`config.mk`:
```
export PLATFORM = sky130hd
export DESIGN_NAME = s2p_rx
export DESIGN_NICKNAME = d
export VERILOG_FILES = /design/src/rtl/msdap_pkg.sv /design/src/rtl/s2p_hold.sv /design/src/rtl/s2p_rx.sv
export SDC_FILE = /design/constraint.sdc
export NUM_CORES = 1
export LEC_CHECK = 0
export CAP_MARGIN = 20
export CORE_MARGIN = 8
export CORE_UTILIZATION = 30
export DETAILED_ROUTE_END_ITERATION = 10
export GPL_TIMING_DRIVEN = 0
export PLACE_DENSITY = 0.47
export SLEW_MARGIN = 20
export SYNTH_ARGS = -nofsm -noshare
export SYNTH_HDL_FRONTEND = slang
export SYNTH_SLANG_ARGS = --single-unit
```
`constraint.sdc`:
```
create_clock -name SCLK -period 3.1 [get_ports SCLK]
set_input_delay 0.465 -clock SCLK [delete_from_list [all_inputs] [get_ports SCLK]]
set_output_delay 0.465 -clock SCLK [all_outputs]
set_load 0.02 [all_outputs]
```
`src/rtl/msdap_pkg.sv`:
```
// msdap_pkg: shared constants and types for the MSDAP serial link
package msdap_pkg;
  localparam int WORD_W = 40;
  typedef enum logic {IDLE, SHIFT} s2p_state_t;
endpackage

```
`src/rtl/s2p_hold.sv`:
```
// s2p_hold: valid/acknowledge holding register with sticky overrun flag
module s2p_hold #(
  parameter int W = 40
) (
  input  logic         SCLK,
  input  logic         CLR,
  input  logic         load,
  input  logic [W-1:0] word,
  input  logic         ack,
  output logic [W-1:0] data,
  output logic         valid,
  output logic         overrun
);
  // a new word wins over an ack; overwriting an unacknowledged word is sticky
  always_ff @(posedge SCLK) begin
    if (CLR) begin
      data    <= '0;
      valid   <= 1'b0;
      overrun <= 1'b0;
    end else if (load) begin
      data    <= word;
      valid   <= 1'b1;
      overrun <= overrun | (valid & ~ack);
    end else if (ack) begin
      valid   <= 1'b0;
    end
  end
endmodule

```
`src/rtl/s2p_rx.sv`:
```
// s2p_rx: MSB-first serial-to-parallel receiver for the 40-bit word link
module s2p_rx
  import msdap_pkg::*;
#(
  parameter int WIDTH = WORD_W
) (
  input  logic             SCLK,
  input  logic             CLR,
  input  logic             DATAIN,
  input  logic             INREADY,
  input  logic             RDACK,
  output logic [WIDTH-1:0] PDATAOUT,
  output logic             WORDREADY,
  output logic             FRAMEERR,
  output logic             OVERRUN
);
  localparam int CW = $clog2(WIDTH + 1);
  s2p_state_t     state, state_n;
  logic [CW-1:0]  count, count_n;
  logic [WIDTH-1:0] sreg;
  logic           done, ferr_n;
  // completion returns to IDLE with count 0 so a still-high INREADY starts the next word
  always_comb begin
    done    = INREADY && (count == CW'(WIDTH - 1));
    state_n = (INREADY && !done) ? SHIFT : IDLE;
    count_n = (INREADY && !done) ? count + 1'b1 : '0;
    ferr_n  = (state == SHIFT) && !INREADY;
  end
  // state, bit counter, shift register and frame-error pulse
  always_ff @(posedge SCLK) begin
    if (CLR) begin
      state    <= IDLE;
      count    <= '0;
      sreg     <= '0;
      FRAMEERR <= 1'b0;
    end else begin
      state    <= state_n;
      count    <= count_n;
      FRAMEERR <= ferr_n;
      if (INREADY) sreg <= {sreg[WIDTH-2:0], DATAIN};
    end
  end
  s2p_hold #(.W(WIDTH)) u_hold (
    .SCLK    (SCLK),
    .CLR     (CLR),
    .load    (done),
    .word    ({sreg[WIDTH-2:0], DATAIN}),
    .ack     (RDACK),
    .data    (PDATAOUT),
    .valid   (WORDREADY),
    .overrun (OVERRUN)
  );
endmodule

```
==> results.md <==
* Status: finished, final reports clean
* Worst-Skew Late Latency at about 0.34 ns
* TritonCTS clock tree: done
* Post-Synthesis Cell Area at ~3500 um^2
* WL/cell at roughly 15 um
* Worst-path clk slew at 0.06 ns
* Number of inserted diodes at 0
* Port bufs at between 40 and 50
* Syn Nets at 356
* DR pass1 iterations at 4
* TritonCTS Buffers at 9
* Clock Skew at between 0.005 and 0.006 ns
* Most frequent cells in the layout: dfxtp_1, nor2_1, clkdlybuf4s50_1, a21oi_1, nand2b_1
* WS Path Type: reg -> out
* First-pass GRT wire length at 13.5 mm
* Ranking of synthesized cells by area: dfxtp_1, mux2i_1, a31o_1
* Starting Density at between 30% and 40%
* Final Hold Fails at 0
* #FFs+latches synth at slightly below 90
* Setup Total Neg Slack at 0 ns
* Final setup violation count at 0
* Buffer depth of the longest clock path at 2
* Number of global-route vias before repair at 2600
* Via/cell ratio at roughly 4.7
* Pwr Density at approximately 570 nW/um^2
* Top delay family on crit path: buffers and inverters
* DR vias at 2620
* Critical Path Start: u_hold.overrun
* DRC Markers at 0
* Die H at approximately 120 um
* Detailed placement HPWL at between 5 and 6 mm
* Htree depth at 3
* Slew @ Worst Pin at slightly below 0.9 ns
* GRT Overall Usage at 11.4%
* RSZ-0062 raised after global routing: false
* Row Count at 39
* CTS sink count at just under 90
* Synth warnings at 0
* I/O pins at between 40 and 50
* Routed Antenna Nets at 0
* R2r startpoint: count[0]
* Worst Path Max Fanout at 2
* Die X at between 100 and 150 um
* DIE AREA at 15300 um^2
* Nets at 412
* Core area at between 10000 and 15000 um^2
* CP Buf/Inv Count at 1
* Placer congestion estimate at approximately 0.69
* Area grow syn2layout at 28.5%
* Fraction of layout cells with a size suffix above 1 at 8.27%
* Synth Instances at 350
* Commonest non-fill, non-tap cell in the layout: dfxtp_1
* Total wire length at 8.15 mm
* Worst Hold Class: reg -> reg
* Crit path max-delay cell type: clkdlybuf4s50_1
* Maximum clock rate at around 0.56 GHz
* Max-cap violations at 0
* P_leak at 1.75 nW
* Clock Tree Root: clkbuf_16
* Register area share after synthesis at 51.3%
* CP cell instances: clkdlybuf4s50_1
* Area share of the largest cell type after synthesis at approximately 51%
* Min cycle time layout at between 1.5 and 2 ns
* Critical Path RT at approximately 2.6 ns
* Hold Buf Count CTS at 0
* Post-layout util at approximately two fifths
* Post-synth top area cell: dfxtp_1
* Initial antenna violation count at 0
* Post_cts resized at 0
* Grt ovf at 0
* Synth Area per Inst at around 9.9 um^2
* Post-CTS Setup Bufs at 0
* 1st-iter DRT viols at 146
* Final worst path period share at between 50 and 60%
* Worst stage delay on the critical path at between 0.6 and 0.7 ns
* Synth cell types at 25
* Largest net degree at the start of global routing at 15
* Critical Path AT at approximately 1.3 ns
* Headroom to the max-slew limit at about two fifths
* Critical Path Source Type: register
* Slew Limit Fails at 0
* Max VDD drop at between 0.2 and 0.25 mV
* Hold path start: count[0]
* Nature of the critical path endpoint: output pin
==> per-layer routing <==
| metal | up-vias | global-route usage (%) | part of all wire [%] |
|---|---|---|---|
| met5 | - | 0 | 0 |
| met4 | 0 | 4.51 | 1.3 |
| met3 | 8 | 3.99 | 5.6 |
| met2 | 42 | 18.7 | 46 |
| met1 | 1246 | 13.5 | 47 |
| li1 | 1324 | - | - |
==> logic make-up after synthesis <==
group                    synth area share [%]
AO/OA/AOI/OAI                            16.8
XOR/XNOR                                0.757
buffers and inverters                    5.41
adder cells (fa/ha/maj)                 0.360
multiplexers                             11.2
flip-flops                               51.3
AND/OR/NAND/NOR                          14.1
==> state kept, by name (all words and copies together) (netlist names) <==
register and cells:
u_hold.data 40, sreg 39, count 6, FRAMEERR 1, state 1, u_hold.overrun 1, u_hold.valid 1
==> Yosys cell counts <==
library cell	n
inv_1	2
o21ai_0	1
xor2_1	2
nor2_1	45
and2_4	1
a22o_1	1
nor2b_1	1
nand2_1	3
o311ai_0	1
nand2b_1	41
dfxtp_1	89
xnor2_1	1
clkbuf_1	16
ha_1	1
buf_6	5
nor3b_1	1
a31o_2	1
buf_2	12
or3_1	1
clkinv_1	1
nand3_1	3
and4b_1	1
a31o_1	39
mux2i_1	39
a21oi_1	42
==> layout make-up <==
class                           instances  area (um^2)
Sequential cell                        89         1780
Inverter                                3         11.3
Multi-Input combinational cell        225         1500
Clock buffer                           10          229
Timing Repair Buffer                   45          450
Clock inverter                          6          130
Buffer                                 33          176
Tap cell                              143          179
Fill cell                            1146         6910
==> path summary, 6_finish.rpt <==
check | cells after the start | slack [ns] | endpoint
worst max-delay path | 1 | 1.31 | OVERRUN
worst min register to register | 1 | 0.44 | count[0]
worst min-delay path | 1 | 0.44 | count[0]
worst max register to register | 7 | 1.45 | u_hold.data[26]
==> power breakdown <==
group | switching (mW) | total, mW | internal [mW] | leakage (nW)
registers | 0.00216 | 1.15 | 1.15 | 0.717
logic | 0.0570 | 0.0871 | 0.0302 | 0.859
clock network | 0.439 | 1.31 | 0.867 | 0.176
total | 0.498 | 2.54 | 2.04 | 1.75
==> per-stage QoR <==
| stage | total power, mW | std cells | setup WS, ns | cell area, um^2 | hold WS (ns) |
|---|---|---|---|---|---|
| global placement | 1.26 | 538 | 1.26 | 4100 | 0.432 |
| global route | 2.64 | 554 | 1.27 | 4460 | 0.468 |
| finish | 2.54 | 554 | 1.31 | 4460 | 0.445 |
| floorplan | 1.24 | 350 | 1.55 | 3470 | 0.418 |
| detailed placement | 1.26 | 538 | 1.24 | 4100 | 0.436 |
| CTS | 2.58 | 554 | 1.28 | 4460 | 0.449 |
No activity file was read; power rests on OpenSTA's default activity.
